### src/rtl/fetch_queue.sv
// Instruction-fetch stage: launches one read at a time to instruction memory
// and buffers returned words with their fetch address in a prefetch FIFO.
module fetch_queue #(
    parameter int unsigned ADDR_W = 8,
    parameter int unsigned DATA_W = 16,
    parameter int unsigned DEPTH  = 4
) (
    input  logic                     clk,
    input  logic                     reset,
    input  logic [ADDR_W-1:0]        pc_in,
    output logic                     pc_advance,
    input  logic                     flush,
    output logic                     mem_req,
    output logic [ADDR_W-1:0]        mem_addr,
    input  logic                     mem_gnt,
    input  logic                     mem_rvalid,
    input  logic [DATA_W-1:0]        mem_rdata,
    output logic                     out_valid,
    output logic [DATA_W-1:0]        out_instr,
    output logic [ADDR_W-1:0]        out_pc,
    input  logic                     out_ready,
    output logic [$clog2(DEPTH):0]   count
);

    localparam int unsigned PTR_W = $clog2(DEPTH);
    localparam int unsigned CNT_W = PTR_W + 1;

    typedef enum logic [1:0] {IDLE, ISSUE, WAIT, DISCARD} state_t;

    state_t             state;
    state_t             state_n;
    logic               push;
    logic               pop;
    logic [ADDR_W-1:0]  addr_q;
    logic [PTR_W-1:0]   rd_ptr;
    logic [PTR_W-1:0]   wr_ptr;
    logic [DATA_W-1:0]  instr_mem [DEPTH];
    logic [ADDR_W-1:0]  pc_mem    [DEPTH];

    // A slot is reserved at launch, so the full check ignores any same-cycle pop
    assign pc_advance = (state == IDLE) && (count < CNT_W'(DEPTH)) && !flush && !reset;
    assign out_valid  = (count != '0);
    assign pop        = out_valid && out_ready && !flush;
    assign mem_addr   = addr_q;
    assign out_instr  = instr_mem[rd_ptr];
    assign out_pc     = pc_mem[rd_ptr];

    // State register
    always_ff @(posedge clk) begin
        if (reset) begin
            state <= IDLE;
        end else begin
            state <= state_n;
        end
    end

    // Next-state and push decode
    always_comb begin
        state_n = state;
        push    = 1'b0;
        case (state)
            IDLE: begin
                if (pc_advance) begin
                    state_n = ISSUE;
                end
            end
            ISSUE: begin
                if (mem_gnt) begin
                    state_n = flush ? DISCARD : WAIT;
                end else if (flush) begin
                    state_n = IDLE;
                end
            end
            WAIT: begin
                if (flush) begin
                    // a response landing with the flush is dropped on the spot
                    state_n = mem_rvalid ? IDLE : DISCARD;
                end else if (mem_rvalid) begin
                    state_n = IDLE;
                    push    = 1'b1;
                end
            end
            DISCARD: begin
                if (mem_rvalid) begin
                    state_n = IDLE;
                end
            end
            default: state_n = IDLE;
        endcase
    end

    // Request, address and FIFO bookkeeping
    always_ff @(posedge clk) begin
        if (reset) begin
            mem_req <= 1'b0;
            addr_q  <= '0;
            rd_ptr  <= '0;
            wr_ptr  <= '0;
            count   <= '0;
        end else begin
            mem_req <= (state_n == ISSUE);
            if (pc_advance) begin
                addr_q <= pc_in;
            end
            if (flush) begin
                rd_ptr <= '0;
                wr_ptr <= '0;
                count  <= '0;
            end else begin
                if (push) begin
                    wr_ptr <= wr_ptr + PTR_W'(1);
                end
                if (pop) begin
                    rd_ptr <= rd_ptr + PTR_W'(1);
                end
                case ({push, pop})
                    2'b10:   count <= count + CNT_W'(1);
                    2'b01:   count <= count - CNT_W'(1);
                    default: count <= count;
                endcase
            end
        end
    end

    // Entry storage; contents are meaningless while the slot is not counted
    always_ff @(posedge clk) begin
        if (push) begin
            instr_mem[wr_ptr] <= mem_rdata;
            pc_mem[wr_ptr]    <= addr_q;
        end
    end

endmodule
### config.mk
export PLATFORM = sky130hd
export DESIGN_NAME = fetch_queue
export DESIGN_NICKNAME = d
export VERILOG_FILES = /design/src/rtl/fetch_queue.sv
export SDC_FILE = /design/constraint.sdc
export NUM_CORES = 1
export LEC_CHECK = 0
export CAP_MARGIN = 20
export CORE_ASPECT_RATIO = 1.4
export CORE_MARGIN = 4
export CORE_UTILIZATION = 30
export DETAILED_ROUTE_END_ITERATION = 16
export PLACE_DENSITY = 0.51
export RECOVER_POWER = 25
export REMOVE_ABC_BUFFERS = 1
export SLEW_MARGIN = 20
export SYNTH_ARGS = -nofsm -noshare
export SYNTH_HDL_FRONTEND = slang
export SYNTH_SLANG_ARGS = --single-unit
### constraint.sdc
create_clock -name clk -period 3.3 [get_ports clk]
set_clock_uncertainty 0.05 [all_clocks]
set_input_delay 0.33 -clock clk [delete_from_list [all_inputs] [get_ports clk]]
set_output_delay 0.33 -clock clk [all_outputs]
set_load 0.02 [all_outputs]
# Word-level counts from Yosys, hierarchy flattened
# Memory sizes are Yosys's and may differ from the RTL's. A register that Yosys moved wholly into a read port is not among the register bits.
# Cells that the tools add are included.
[op_classes] n_lt_le_gt_ge=1 reduce_logical=11 add_sub_neg=4 n_eq_ne=6 mux=18
[op_table] cell="2-to-1 mux 2 bit" n=10
[op_table] cell="one-hot mux 2 bit (4 select lines)" n=1
[op_table] cell="== test 2 x 1 -> 1 bit, second input constant" n=3
[op_table] cell="== test 2 bit, second input constant" n=3
[op_table] cell="2-to-1 mux 1 bit" n=6
[op_table] cell="one-hot mux 3 bit (2 select lines)" n=1
[op_table] cell="logical AND 1 bit" n=5
[op_table] cell="adder 2 x 1 -> 2 bit, second input constant" n=2
[op_table] cell="adder 3 x 1 -> 3 bit, second input constant" n=1
[op_table] cell="less-than comparator 3 bit, second input constant" n=1
[op_table] cell="nonzero test 3 bit" n=1
[op_table] cell="subtractor 3 x 1 -> 3 bit, second input constant" n=1
[op_table] cell="zero test 1 bit" n=2
[op_table] cell="zero test 2 bit" n=1
[op_table] cell="nonzero test 2 bit" n=1
[op_table] cell="OR reduction 2 bit" n=1
[totals] reg_bits=18 memories=2 output_inout_bits=38 in_bits=30 ram_bits=96 elab_cells=48
[mem_list] memory="instr_mem" words=4 width=16 read_ports=1 rd_ports_with_merged_regs=1 wr=1 line_no="37" rtl="logic [DATA_W-1:0] instr_mem [DEPTH];"
[mem_list] memory="pc_mem" words=4 width=8 read_ports=1 rd_ports_with_merged_regs=1 wr=1 line_no="38" rtl="logic [ADDR_W-1:0] pc_mem [DEPTH];"

# Longest topological paths before layout
# Gate-level depths: netlist of the first run.
[depth] word_depth=7 mapped_depth=10 mapped_depth_nobuf=8

# Worst setup path before layout of the first run
# Ideal clock, no wire load.
[synth_timing] path_type="register -> register" from="reg count[2]" to="reg count[2]" stages_incl_launch_ff=9 setup_time_ps=70 required_ps=3180 synth_period_minus_slack_ps=2108 arrival_ps=1988 n_path_buf=0 slack_ps=1192 path_cell_list="dfxtp_1 -> o31ai_1 -> nor2_1 -> ha_1 -> inv_1 -> fa_1 -> xor2_1 -> or3_1 -> a21oi_1"
[synth_via] elab_chain_len=5 elab_cells_between_ends=9 classes_between="add/sub (2); eq/ne (2); mux (1); reduce/logical (4)"
[synth_rtl] element="from (decl)" line_no="22" rtl="output logic [$clog2(DEPTH):0] count"
[synth_rtl] element="from (signal assigned)" line_no="117" rtl="2'b10: count <= count + CNT_W'(1);"
[synth_rtl] element="from (signal assigned)" line_no="118" rtl="2'b01: count <= count - CNT_W'(1);"
[synth_rtl] element="from (signal assigned)" line_no="119" rtl="default: count <= count;"
[synth_rtl] element="nonzero test 3 bit (*)" line_no="42" rtl="assign out_valid = (count != '0);"
[synth_rtl] element="logical AND 1 bit (*) (2 in a row)" line_no="43" rtl="assign pop = out_valid && out_ready && !flush;"
[synth_rtl] element="net pop" line_no="33" rtl="logic pop;"
[synth_rtl] element="== test 2 x 1 -> 1 bit or == test 2 bit (tied branches)" line_no="116" rtl="case ({push, pop})"
[synth_rtl] element="one-hot mux 3 bit (2 select lines) or nonzero test 2 bit (tied branches)"
# Mark *: on every way through the listed nets, which the timed path passes. The rest lies on a longest branch.
# A chain may end at the register's enable or synchronous reset.

==> run_results.csv, run 1 <==
group,metric,value,unit
logic_synthesis,syn_area,4370,um2
logic_synthesis,synth_warnings,0,
min_path,hp-class,"input port to flop",
sta,slew_headroom,0.660,
floorplan,die_area,16600,um2
sta,tightest_slew,0.510,ns
layout,n_antenna_cell,0,
drt,wl_per_cell,16.3,um
drt,drt_first_iter_violations,79,
floorplan,core,14100,um2
logic_synthesis,yosys.area.top_type,"edfxtp_1",
drt,vias,2241,
sta,max_freq,0.370,GHz
global_routing,grt_pass1_vias,2448,
sta,finalMaxSlewViolations,0,
pwr,fin_total_pwr,3.41,mW
setup_path,setup.worst_path.start_class,"flop",
logic_synthesis,synth.top_cell.area_share,0.660,
placement,place_hpwl,5150,um
run,drv_cap,0,
clock_tree,cts_tree,"yes",
clock_tree,clk_latency,0.40,ns
pwr,powerDensity,586,nW/um2
floorplan,start_util,0.310,
floorplan,rows,51,
sta,setup_viol_count_final,0,
setup_path,path_max_fanout,24,
logic_synthesis,synth-seq-area-share,0.752,
clock_tree,path_clk_slew,0.05,ns
logic_synthesis,yosysMostFrequentCell,"edfxtp_1",
status,status,"complete, no violations",
floorplan,ios,68,
pwr,vdd_drop_max,0.000294,V
logic_synthesis,avgSynthCellArea,19.2,um2
clock_tree,cts_sinks,116,
logic_synthesis,synth_cell_types,33,
sta,rsz0062_at_grt,"no",
drt,drtAntennaViolNets,0,
sta,period_share,0.818,
placement,portBuffers,67,
logic_synthesis,synth-main-ff-cell,"edfxtp_1",
logic_synthesis,synth-edff-count,96,
layout,drive_gt1_frac,0.189,
clock_tree,cts-resized-gates,0,
layout,fillCellCount,1268,
global_routing,grt_max_degree,25,
drt,wl,8300,um
sta,finalHoldViolCount,0,
global_routing,antenna_found_initial,0,
sta,period_needed,2.70,ns
logic_synthesis,ys_seq_elements,116,
logic_synthesis,synth_cells,228,
clock_tree,cts_hold_buf,0,
setup_path,crit_required,2.92,ns
clock_tree,clock-root-buffer,"clkbuf_16",
logic_synthesis,synth.top_cells.by_count,"96 x edfxtp_1, 24 x mux4_2, 20 x dfxtp_1",
clock_tree,cts_made_buffers,17,
pwr,power_leakage,1.88,nW
global_routing,grt_first_pass_wirelength,13200,um
sta,tns,0,ns
drt,vias_per_cell,4.41,
clock_tree,h-tree-depth,4,
global_routing,gr-total-overflow,0,
global_routing,grt_usage,0.110,
logic_synthesis,synth_area_leaders,"edfxtp_1 66%, mux4_2 12%, dfxtp_1 9.2%",
layout,area_delta_synth_final,33.3,%
setup_path,worstPathArrival,2.32,ns
logic_synthesis,async_flop_share,0,
drt,dr.pass1.iters,4,
setup_path,r2r_setup_slack,1.12,ns
floorplan,die_w,110,um
setup_path,end_kind,"output port",
drt,drc,0,
setup_path,setup.worst_path.class,"flop to output port",
layout,final_nets,346,
placement,place.gp.congestion,0.713,
clock_tree,clock_path_buffers,2,
clock_tree,postCtsSetupRepairBufs,0,
floorplan,die_y,151,um
==> worst max-delay path, cell delays in order (launching register included) <==
cell and delay (ns):
dfxtp_2 0.31, buf_4 0.42, mux4_2 0.62, clkdlybuf4s50_1 0.56
==> worst paths after layout <==
check,startpoint,endpoint,cells after the start
min,pc_in[0],mem_addr[0],3
max,flop,out_pc[2],3
min reg2reg,mem_addr[0],mem_addr[0],2
max reg2reg,count[2],count[2],8
==> per-layer routing <==
metal / global-route usage / vias to the layer above / share of wire
met2: 0.183 / 59 / 0.52
met5: 0 / - / 0
met4: 0.0374 / 0 / 0.015
met1: 0.129 / 1112 / 0.42
li1: - / 1060 / -
met3: 0.0443 / 10 / 0.042
==> report_power, final <==
group,switching [mW],total (mW),internal [mW]
sequential,0.0172,1.62,1.60
combinational,0.0532,0.115,0.0615
clock,0.591,1.68,1.09
total,0.661,3.41,2.75
==> final cells by class <==
type / count / area [um2] / area share
Tap cell: 185 / 231 / 0.0398
Timing Repair Buffer: 74 / 736 / 0.126
Multi-Input combinational cell: 95 / 998 / 0.172
Clock inverter: 13 / 116 / 0.0200
Sequential cell: 116 / 3280 / 0.564
Clock buffer: 19 / 433 / 0.0744
Inverter: 6 / 22.5 / 0.00387
==> flip-flops by register name (all words and copies together) (netlist names), named ones only <==
name and count:
instr_mem 64, pc_mem 32, mem_addr 8, count 3
rd_ptr 2, state 2, wr_ptr 2, mem_req 1
==> cell families after synthesis <==
kind of cell,share of synthesized area
XOR/XNOR,0.0120
multiplexers,0.129
AND/OR/NAND/NOR,0.0476
adder cells (fa/ha/maj),0.0189
flip-flops,0.752
AO/OA/AOI/OAI,0.0215
buffers and inverters,0.0198
==> cell usage in the layout (no fill, tap or decap), types with 2 or more instances in the layout <==
master and count:
dfxtp_1 19, xor2_1 4, a21oi_1 10, nand2_1 17, clkbuf_1 2, nor2_1 11
ha_1 5, bufinv_16 2, dlygate4sd3_1 12, clkdlybuf4s50_1 55, clkbuf_16 17, inv_1 6
or3_1 2, xnor2_1 2, clkinv_2 5, clkinv_1 4, and2_1 4, buf_4 6
mux4_2 24, a211oi_1 2, edfxtp_1 96
==> through the flow <==
stage / cells / setup slack, ns / instance area (um2) / util / hold slack (ns)
after CTS: 508 / 0.518 / 5820 / 0.413 / 0.406
after detailed placement: 476 / 0.635 / 5270 / 0.374 / 0.468
final: 508 / 0.600 / 5820 / 0.413 / 0.430
after floorplan: 217 / 1.05 / 4300 / - / 0.349
after global placement: 476 / 0.652 / 5270 / 0.374 / 0.464
after global routing: 508 / 0.457 / 5820 / 0.413 / 0.429
Power figures use the tool's default switching activity.
==> inputs of run 2 (changes only) <==
Settings changed: PLACE_DENSITY 0.51 to 0.52.
Clock period 3.3 ns to 2.2 ns, I/O delays scaled along.
==> run 2 against run 1 <==
Global-route usage rose by 0.056 points. Highest routed layer unchanged. Critical endpoint is now pc_advance. Via count rose by 2.8%. Combinational power rose by 65%. Utilization rose by 1.1 points.
==> run_results.csv, run 2 (synthesized netlist as in run 1, its figures left out) <==
group,metric,value,unit
sta,fin_ws,0.0826,ns
setup_path,path_max_fanout,6,
layout,largest_reg_flops,64,
global_routing,grt_usage,0.111,
setup_path,setup.worst_path.class,"flop to output port",
layout,n_antenna_cell,0,
drt,dr.pass1.iters,4,
drt,vias,2303,
run,drv_cap,0,
clock_tree,cts_hold_buf,0,
layout,drive_gt1_frac,0.239,
placement,place_hpwl,5370,um
pwr,p_sw_frac,0.202,
global_routing,antenna_found_initial,0,
drt,wl_per_cell,16.2,um
clock_tree,clock_path_buffers,2,
layout,multiInputGateArea,1000,um2
layout,fillCellCount,1301,
placement,place_ws,-0.108,ns
clock_tree,h-tree-depth,4,
layout,layout_commonest_cell,"edfxtp_1",
drt,vias_per_cell,4.43,
drt,drtAntennaViolNets,0,
layout,top_register,"instr_mem",
layout,seqCellArea,3280,um2
floorplan,start_util,0.310,
sta,tns,0,ns
pwr,pwr-share-comb,0.037,
drt,wl,8430,um
layout,final_nets,358,
global_routing,grt_first_pass_wirelength,13200,um
pwr,pwr-share-seq,0.468,
status,status,"complete, no violations",
sta,finalMaxSlewViolations,0,
sta,whs,0.315,ns
clock_tree,clock-root-buffer,"clkbuf_16",
pwr,p_sw,1.05,mW
clock_tree,clk_latency,0.40,ns
sta,max_freq,0.472,GHz
floorplan,core,14100,um2
global_routing,grt_max_degree,25,
floorplan,die_w,110,um
placement,place.gp.congestion,0.729,
drt,drt_first_iter_violations,89,
global_routing,gr-total-overflow,0,
setup_path,end_kind,"output port",
placement,portBuffers,67,
sta,rsz0062_at_grt,"no",
sta,slew_headroom,0.682,
placement,dpl_cell_area,5420,um2
floorplan,ios,68,
layout,area_delta_synth_final,36.8,%
sta,finalHoldViolCount,0,
setup_path,worstPathArrival,1.85,ns
layout,utilization,0.424,
sta,period_share,0.962,
clock_tree,cts_sinks,116,
min_path,hp-class,"input port to flop",
setup_path,setup.worst_path.start_class,"flop",
pwr,p_int,4.13,mW
pwr,powerDensity,866,nW/um2
layout,finalInstanceArea,5980,um2
sta,tightest_slew,0.473,ns
floorplan,die_area,16600,um2
pwr,power_leakage,1.99,nW
floorplan,die_y,151,um
clock_tree,cts_tree,"yes",
global_routing,grt_pass1_vias,2483,
sta,setup_viol_count_final,0,
pwr,power.clock.fraction,0.496,
drt,drc,0,
layout,layout_common_cells,"96 x edfxtp_1, 26 x clkdlybuf4s50_1, 24 x mux4_2, 24 x dlygate4sd2_1, 20 x clkbuf_16",
clock_tree,cts_made_buffers,17,
pwr,vdd_drop_max,0.000438,V
setup_path,crit_required,1.93,ns
floorplan,rows,51,
clock_tree,path_clk_slew,0.05,ns
sta,period_needed,2.12,ns
[run 2: cell types whose count changed in the layout (fill, tap and decap cells not counted)]
cell             change
clkinvlp_4           +3
clkdlybuf4s50_1     -29
nor4bb_1             -1
clkinv_4             +1
dlygate4sd3_1        +4
clkinv_1             -4
buf_4                +8
clkbuf_16            +3
clkbuf_1             -1
bufinv_16            -2
buf_12               +5
nor4bb_2             +1
dlygate4sd2_1       +24
[run 2: layout make-up]
type,instances,area share
clock inverters,11,0.0121
inverters,6,0.00377
multi-input cells,95,0.168
repair buffers,86,0.143
clock buffers,21,0.0844
well taps,185,0.0387
flip-flops and latches,116,0.550
[run 2: worst paths after layout]
kind,startpoint,endpoint,depth (start not counted),slack (ns)
setup / recovery,count[2],pc_advance,3,0.08
setup reg to reg,state[1],count[2],9,0.16
hold reg to reg,mem_addr[6],mem_addr[6],2,0.47
hold / removal,pc_in[7],mem_addr[7],3,0.32
[run 2: repair_timing]
| action | CTS | global route |
|---|---|---|
| hold endpoints to repair | 0 | 0 |
| endpoints found under the setup margin | 24 | 1 |
| setup buffers | 0 | 0 |
| gates resized for setup | 24 | 1 |
[run 2: routing by layer]
layer / track usage / routed length [um] / vias up / part of all wire
met5: 0 / 0 / - / 0
met3: 0.0401 / 403 / 7 / 0.048
met2: 0.194 / 4540 / 56 / 0.54
li1: - / - / 1078 / -
met1: 0.120 / 3370 / 1162 / 0.40
met4: 0.0449 / 117 / 0 / 0.014
[run 2: worst max-delay path: stages, from the launching register on]
cell           delay [ns]
dfxtp_1              0.36
or4_1                0.60
nor2_1               0.14
dlygate4sd2_1        0.36
[run 2: per-stage QoR]
step | std cells | total power, mW
final | 520 | 5.17
after global routing | 520 | 5.37
after CTS | 520 | 5.25
after detailed placement | 488 | 2.67
after global placement | 488 | 2.66
after floorplan | 217 | 2.53
[run 2: power by group through the flow]
stage / Sequential (mW) / Clock, mW / Combinational [mW]
after floorplan: 2.48 / 0 / 0.0507
after global placement: 2.46 / 0 / 0.199
after detailed placement: 2.46 / 0 / 0.202
after CTS: 2.42 / 2.63 / 0.199
after global routing: 2.42 / 2.74 / 0.207
final: 2.42 / 2.57 / 0.190
